File: config.mk
export PLATFORM = sky130hd
export DESIGN_NAME = fft_butterfly_sequencer
export DESIGN_NICKNAME = d
export VERILOG_FILES = /design/src/rtl/fft_butterfly_sequencer.sv
export SDC_FILE = /design/constraint.sdc
export NUM_CORES = 1
export LEC_CHECK = 0
export CAP_MARGIN = 10
export CORE_AREA = 2 2 80 82
export DETAILED_ROUTE_END_ITERATION = 16
export DIE_AREA = 0 0 82 84
export PLACE_DENSITY = 0.89
export SYNTH_ARGS = -nofsm -noshare
export SYNTH_HDL_FRONTEND = slang
export SYNTH_SLANG_ARGS = --single-unit
File: constraint.sdc
create_clock -name clk -period 5 [get_ports clk]
set_input_delay 1 -clock clk [delete_from_list [all_inputs] [get_ports clk]]
set_output_delay 1 -clock clk [all_outputs]
set_load 0.01 [all_outputs]
File: src/rtl/fft_butterfly_sequencer.sv
// Address and control sequencer for an in-place radix-2 DIF FFT butterfly.
// Issues one operand/twiddle read per cycle, stage by stage, draining the butterfly pipe between stages.
module fft_butterfly_sequencer #(
    parameter int FFT_N  = 10,
    parameter int RD_LAT = 1
) (
    input  logic                    clk,
    input  logic                    reset,
    input  logic                    start,
    output logic                    busy,
    output logic                    done,
    output logic [$clog2(FFT_N):0]  stage,
    output logic                    rd_en,
    output logic [FFT_N-1:0]        rd_addr_a,
    output logic [FFT_N-1:0]        rd_addr_b,
    output logic [FFT_N-2:0]        tw_addr,
    output logic                    bf_iact,
    output logic [1:0]              bf_ictrl,
    output logic [FFT_N-2:0]        bf_addr,
    input  logic                    bf_oact
);

    localparam int SW = $clog2(FFT_N) + 1;
    localparam int KW = FFT_N - 1;
    localparam int PW = 1 + 2 + KW;
    localparam logic [SW-1:0] LAST_STAGE = SW'(FFT_N - 1);
    localparam logic [KW-1:0] K_LAST     = '1;

    typedef enum logic [1:0] {
        IDLE  = 2'd0,
        ISSUE = 2'd1,
        DRAIN = 2'd2
    } state_t;

    state_t                     state_q, state_d;
    logic [SW-1:0]              stage_q, stage_d;
    logic [KW-1:0]              k_q, k_d;
    logic [FFT_N-1:0]           outst_q, outst_d;
    logic [RD_LAT-1:0][PW-1:0]  pipe_q, pipe_d;

    logic [FFT_N-1:0] span, low_mask, k_ext, addr_a;
    logic [KW-1:0]    tw_k;
    logic [1:0]       cur_ictrl;

    // Sequencing FSM; DRAIN exit is judged on the registered outstanding count.
    always_comb begin
        state_d = state_q;
        stage_d = stage_q;
        k_d     = k_q;
        done    = 1'b0;
        rd_en   = 1'b0;
        case (state_q)
            IDLE: begin
                if (start) begin
                    state_d = ISSUE;
                    stage_d = '0;
                    k_d     = '0;
                end
            end
            ISSUE: begin
                rd_en = 1'b1;
                k_d   = k_q + KW'(1);
                if (k_q == K_LAST) begin
                    state_d = DRAIN;
                end
            end
            DRAIN: begin
                if (outst_q == '0) begin
                    if (stage_q == LAST_STAGE) begin
                        state_d = IDLE;
                        done    = 1'b1;
                        stage_d = '0;
                    end else begin
                        state_d = ISSUE;
                        stage_d = stage_q + SW'(1);
                    end
                end
            end
            default: state_d = IDLE;
        endcase
        busy = (state_q != IDLE) && !done;
    end

    always_comb begin
        outst_d = outst_q;
        case ({rd_en, bf_oact})
            2'b10:   outst_d = outst_q + FFT_N'(1);
            2'b01:   outst_d = outst_q - FFT_N'(1);
            default: outst_d = outst_q;
        endcase
    end

    // Operand A is k with a zero inserted at the span bit; B sets that bit.
    always_comb begin
        span      = FFT_N'(1) << (LAST_STAGE - stage_q);
        low_mask  = span - FFT_N'(1);
        k_ext     = {1'b0, k_q};
        addr_a    = ((k_ext & ~low_mask) << 1) | (k_ext & low_mask);
        tw_k      = k_q & low_mask[KW-1:0];
        rd_addr_a = rd_en ? addr_a : '0;
        rd_addr_b = rd_en ? (addr_a | span) : '0;
        tw_addr   = rd_en ? (tw_k << stage_q) : '0;
        stage     = stage_q;
        cur_ictrl = {rd_en && (k_q == K_LAST) && (stage_q == LAST_STAGE),
                     rd_en && (k_q == '0)};
    end

    // Control delay line lines bf_* up with read data returning RD_LAT cycles later.
    always_comb begin
        pipe_d    = pipe_q;
        pipe_d[0] = {rd_en, cur_ictrl, (rd_en ? k_q : KW'(0))};
        for (int i = 1; i < RD_LAT; i++) begin
            pipe_d[i] = pipe_q[i-1];
        end
        {bf_iact, bf_ictrl, bf_addr} = pipe_q[RD_LAT-1];
    end

    always_ff @(posedge clk) begin
        if (reset) begin
            state_q <= IDLE;
            stage_q <= '0;
            k_q     <= '0;
            outst_q <= '0;
            pipe_q  <= '0;
        end else begin
            state_q <= state_d;
            stage_q <= stage_d;
            k_q     <= k_d;
            outst_q <= outst_d;
            pipe_q  <= pipe_d;
        end
    end

endmodule
==> reports/summary.txt, run 1 <==
Crit. End Element -> output port
Nets -> 500
Number of clock sinks -> 38
MaxCap Viol Count -> 0
Worst path slowest cell -> clkdlybuf4s50_1
Drt pass-1 iters -> 5
RSZ-0062 raised after global routing -> no
Final wirelength -> 9320 um
Multiplexer area fraction after synthesis -> 1.74%
H-tree levels -> 2
Hold-fix buffers, CTS -> 0
GR Overflow Total -> 0
Pwr/cell area -> 193 nW/um^2
Crit path max-delay family -> simple AND/OR/NAND/NOR gates
Final hold slack -> 0.512 ns
Final Hold Vio Count -> 0
Clk_skew -> 0.00499 ns
Most common flop cell mapped by yosys -> dfxtp_1
Post-Synth Simple-Gate Area -> 31.1%
CTS tree -> yes
Unique masters post-synth -> 69
Combinational share of power -> 26.0%
Slew headroom -> 53.1%
Initial Util -> 51.9%
Max Clk Rate -> 0.209 GHz
Design area -> 3850 um^2
Outcome -> complete, no violations
Drt via density -> 6.43
Async SR Flop Fraction -> 0%
Initial antenna violation count -> 0
Fraction of the mapped netlist area in compound gates -> 26.0%
Die height -> 84 um
Clock power share -> 27.9%
Most frequent cells in the layout -> 62 x nor2_1, 50 x clkdlybuf4s50_1, 38 x nand2_1
Port Buffers -> 52
# setup viols final -> 0
Drt first-iter violations -> 512
Max Slew Vio Count -> 0
Sw Ratio -> 32.7%
Int Pwr -> 500 uW
CP bufs+invs -> 2
Placeable Area -> 6100 um^2
Clock transition at the registers of the reported paths -> 0.08 ns
DRC -> 0
HP Class -> reg2reg
Crit path cell chain -> inv_1 -> ha_1 -> or3_1 -> a21oi_2 -> nand2_1 -> ha_2 -> nor2b_1 -> o2111ai_1 -> o311a_1 -> a21oi_1 -> nor3_1 -> nor4_1 -> clkdlybuf4s50_1
DP Wirelength -> 6940 um
Xor and xnor fraction of the mapped netlist area -> 2.77%
Max stage delay on crit path -> 0.59 ns
Area grow syn2layout -> 21.6%
Ratio of cells with drive above 1 in the final layout -> 9.45%
Num CTS Buffers -> 5
Yosys synthesis warning count -> 0
Minimum clock period -> 4.78 ns
Largest family of logic cells by synthesized area -> simple AND/OR/NAND/NOR gates
Max Fanout on Critical Path -> 6
Via count -> 3,556
Post-Synthesis Net Count -> 458
Post-DRT Antenna Nets -> 0
Cell Area, Placed -> 3740 um^2
Flops & latches, synth -> 38
Max Buffers Root-to-Sink -> 2
DR WL/cell -> 16.8 um
Die area -> 6890 um^2
Largest net degree at the start of global routing -> 28
Number of synthesized flops with an enable pin -> 0
Flop pwr share -> 46.1%
P_leak -> 0.00152 uW
CP arrival -> 3.78 ns
Post-Synthesis Cell Area -> 3160 um^2
Slew @ Worst Pin -> 0.701 ns
Ant diodes -> 0
Overall die width -> 82 um
Clock Tree Root -> clkbuf_8
Gate Count Post-Synth -> 434
Final Cycle Share -> 95.7%
Setup TNS -> 0 ns
Seq/Total Area, Yosys -> 24.1%
CP required -> 4.00 ns
RePlAce Congestion -> 1.13
FP Rows -> 29
Clock Latency Late Sink -> 0.29 ns
Post-Synth Adder-Cell Area -> 8.15%
Startpoint Class -> flop
GRT Total Usage -> 28.4%
Switch Pwr -> 243 uW
Most common cell after layout, fill and taps aside -> nor2_1
First-pass GRT wire length -> 15,400 um
Number of global-route vias before repair -> 3,213
Peak supply drop -> 0.166 mV
Syn_area_per_cell -> 7.29 um^2
Crit path kind -> reg2out
I/O pin cnt -> 53
-- cells in the mapped netlist (3+ instances only) --
library cell   n  share of area (%)
nor4_1         5               0.99
nand3_1       14                2.2
and3_1        10                2.0
nand2_1       38                4.5
clkbuf_1      22                2.6
o21a_1         3               0.71
nor2b_1        9                1.8
xor2_1         5                1.4
o31ai_1        4               0.95
inv_1         19                2.3
a211oi_1       4               0.95
a21o_1         5                1.2
or3_1          4               0.79
a32oi_1        3               0.83
nor4b_1        3               0.83
nor2_1        62                7.4
and2_1         5               0.99
or2_2          5               0.99
nor3_1        24                3.8
ha_1          19                7.5
o2111ai_1      3               0.83
dfxtp_1       38                 24
a22oi_1        6                1.4
nand2b_1       6                1.2
buf_2          3               0.47
a21oi_1       30                4.7
o21ai_0       13                2.1
o211ai_1       3               0.71
a31oi_1        7                1.4
xnor2_1        5                1.4
o22ai_1        4               0.79
-- power groups by stage --
stage,Clock (uW),Combinational (uW),Sequential (uW)
after floorplan,0,148,342
after global placement,0,182,347
after detailed placement,0,191,348
after CTS,213,191,341
after global routing,223,217,345
final,207,193,342
-- through the flow --
stage | utilization [%] | cells | power [uW] | worst slack [ns]
floorplan | - | 434 | 490 | 0.380
global placement | 61.3 | 545 | 530 | 0.375
detailed placement | 61.3 | 545 | 538 | 0.248
CTS | 62.7 | 552 | 745 | 0.0177
global route | 63.1 | 553 | 785 | 0.0209
finish | 63.1 | 553 | 743 | 0.217
-- cell families (layout without fill, tap and decap cells) --
logic type | after synthesis | after routing
adders and majority gates | 20 | 20
DFF | 38 | 38
muxes | 4 | 4
AOI/OAI and AO/OA | 116 | 116
and+or+nand+nor | 198 | 198
xor gates and xnor gates | 10 | 10
buffers and inverters | 48 | 90
-- repair_timing --
action,4_1_cts,5_1_grt
pin swaps,0,2
cloned,0,0
endpoints found under the setup margin,2,11
setup buffers,0,1
gates resized for setup,2,9
-- state kept, by name, summed over array words and instances, names as in the netlist --
register / cells
k_q: 9
outst_q: 10
state_q: 2
stage: 5
pipe_q: 12
-- worst paths after layout --
path,from,to,slack [ns],cells past startpoint
max,stage[1],tw_addr[7],0.22,13
min,outst_q[7],outst_q[7],0.51,2
max reg2reg,state_q[1],outst_q[7],1.60,10
min reg2reg,outst_q[7],outst_q[7],0.51,2
-- worst reg2reg max path: cells and delay by family (launching register included) --
| kind | cells | cell delay, ns |
|---|---|---|
| xor+xnor | 1 | 0.17 |
| fa+ha+maj | 2 | 0.87 |
| simple gates | 2 | 0.56 |
| compound gates | 4 | 0.72 |
| flops | 1 | 0.65 |
| buf+inv | 1 | 0.31 |
-- final cells by class --
class	instances	area, um^2
clock buffer	6	72.6
clock inverter	1	7.51
fill	529	2250
multi-input combinational	348	2220
tap	77	96.3
inverter	19	71.3
sequential	38	764
timing repair buffer	64	616
-- per-layer routing --
layer / vias to the layer above / share of wire [%] / track usage [%]
met5: - / 0 / 0
met4: 0 / 4.6 / 13.0
met3: 49 / 11 / 8.01
met2: 232 / 44 / 42.9
met1: 1614 / 41 / 37.1
li1: 1661 / - / -
No activity file was read; power rests on OpenSTA's default activity.
==> inputs of run 2 (changes only) <==
--- a/config.mk
+++ b/config.mk
@@ -9,6 +9,7 @@
 export CORE_AREA = 2 2 80 82
 export DETAILED_ROUTE_END_ITERATION = 16
 export DIE_AREA = 0 0 82 84
+export MAX_ROUTING_LAYER = met4
 export PLACE_DENSITY = 0.89
 export SYNTH_ARGS = -nofsm -noshare
 export SYNTH_HDL_FRONTEND = slang
==> reports/summary.txt, run 2 (synthesis results as in run 1) <==
H-tree levels -> 2
Overall die width -> 82 um
Drt pass-1 iters -> 6
Slew headroom -> 54.5%
Most common cell after layout, fill and taps aside -> nor2_1
Hold path cells -> 2
Area grow syn2layout -> 21.9%
Final hold slack -> 0.521 ns
Startpoint Class -> flop
Max Buffers Root-to-Sink -> 2
CTS tree -> yes
Drt first-iter violations -> 472
Ant diodes -> 0
Nets -> 500
Non-Filler Instances -> 553
Clock Latency Late Sink -> 0.29 ns
RePlAce Congestion -> 1.16
P_leak -> 0.00150 uW
DRC -> 0
First-pass GRT wire length -> 15,800 um
Minimum clock period -> 4.68 ns
Clk_skew -> 0.0138 ns
Drt via density -> 6.60
Ratio of cells with drive above 1 in the final layout -> 10.1%
Worst Hold Path EP -> outst_q[7]
Max Clk Rate -> 0.214 GHz
Port Buffers -> 52
Cell depth of the worst flop-to-flop path -> 10
Clock transition at the registers of the reported paths -> 0.09 ns
MaxCap Viol Count -> 0
Number of clock sinks -> 38
Multi-input logic area -> 2220 um^2
Die area -> 6890 um^2
Max FFs per register -> 12
DP Wirelength -> 7160 um
DR WL/cell -> 17.6 um
Clock Tree Root -> clkbuf_8
Outcome -> complete, no violations
Num CTS Buffers -> 5
Placed Instances -> 545
Number of global-route vias before repair -> 3,336
Largest regs -> pipe_q x12, outst_q x10, k_q x9
Max Fanout on Critical Path -> 6
Initial antenna violation count -> 0
Setup TNS -> 0 ns
Final Cycle Share -> 93.5%
Peak supply drop -> 0.220 mV
Crit path kind -> reg2out
Crit path cell chain -> inv_2 -> ha_1 -> or3_1 -> a21oi_2 -> nand2_1 -> ha_2 -> nor2b_1 -> o2111ai_1 -> o311a_1 -> a21oi_1 -> nor3_1 -> nor4_1 -> clkdlybuf4s50_1
Die height -> 84 um
FF+latch area -> 768 um^2
Critical R2R Capture -> outst_q[7]
Hold-fix buffers, CTS -> 0
Most frequent cells in the layout -> 62 x nor2_1, 50 x clkdlybuf4s50_1, 38 x nand2_1
Setup WS post-layout -> 0.324 ns
Largest net degree at the start of global routing -> 27
Worst Hold Launch -> outst_q[7]
# setup viols final -> 0
CP arrival -> 3.68 ns
Slew @ Worst Pin -> 0.682 ns
Top reg by flops -> pipe_q
CP required -> 4.00 ns
GRT Total Usage -> 29.8%
Max stage delay on crit path -> 0.58 ns
CP bufs+invs -> 2
RSZ-0062 raised after global routing -> no
Post-DRT Antenna Nets -> 0
Worst path slowest cell -> clkdlybuf4s50_1
Crit. End Element -> output port
Final Hold Vio Count -> 0
Final wirelength -> 9750 um
GR Overflow Total -> 0
HP Class -> reg2reg
Via count -> 3,648
Pre-CTS setup slack -> 0.251 ns
Crit path max-delay family -> simple AND/OR/NAND/NOR gates
Filler cells -> 533
FP Rows -> 29
Initial Util -> 51.9%
Pwr/cell area -> 194 nW/um^2
FF-to-FF setup slack -> 1.57 ns
Max Slew Vio Count -> 0
FF-to-FF Start -> state_q[1]
I/O pin cnt -> 53
Placeable Area -> 6100 um^2
run 2: cell types whose count changed in the layout (fill, tap and decap cells not counted), sizes merged:
cell and change:
clkbuf -1, clkinvlp +1
run 2: power by group:
| group | switching (uW) | internal (uW) | total, uW |
|---|---|---|---|
| logic | 115 | 82.7 | 198 |
| clock network | 112 | 95.2 | 207 |
| registers | 20.8 | 321 | 342 |
run 2: layout make-up:
type                       count  share of cell area [%]
timing repair buffer          64                    16.0
clock buffer                   5                    1.79
tap                           77                    2.50
clock inverter                 2                   0.390
multi-input combinational    348                    57.6
sequential                    38                    19.9
inverter                      19                    1.85
run 2: worst max path at each step:
| stage | slack, ns | endpoint | from | cells past startpoint |
|---|---|---|---|---|
| 2_1_floorplan | 0.38 | tw_addr[4] | stage[2] | 13 |
| 4_1_cts | 0.04 | tw_addr[4] | stage[2] | 13 |
| 6_report | 0.32 | tw_addr[7] | stage[2] | 13 |
| 3_5_place_dp | 0.25 | tw_addr[4] | stage[3] | 12 |
| 5_1_grt | 0.02 | tw_addr[7] | stage[2] | 13 |
| 3_3_place_gp | 0.33 | tw_addr[4] | stage[3] | 12 |
run 2: per-stage QoR:
step	total power, uW	utilization [%]	cell area, um^2
finish	747	63.2	3850
floorplan	490	-	3160
detailed placement	543	61.3	3740
global placement	529	61.3	3740
CTS	748	62.9	3830
global route	791	63.2	3850
run 2: what timing repair did:
item | CTS | global route
pin swaps | 0 | 1
setup endpoints to repair | 2 | 7
gates resized for setup | 1 | 12
setup buffers | 1 | 0
run 2: worst register-to-register path: cells and delay by family (launching register included):
family          cells  cell delay [ns]
compound gates      4             0.72
xor+xnor            1             0.18
fa+ha+maj           2             0.86
buf+inv             1             0.30
flops               1             0.66
simple gates        2             0.57
run 2: routing by layer:
| layer | vias up | track usage, % | share of wire, % |
|---|---|---|---|
| met3 | 57 | 5.52 | 9.7 |
| li1 | 1667 | - | - |
| met4 | 0 | 13.0 | 4.1 |
| met1 | 1680 | 38.7 | 41 |
| met5 | - | - | 0 |
| met2 | 244 | 44.6 | 46 |
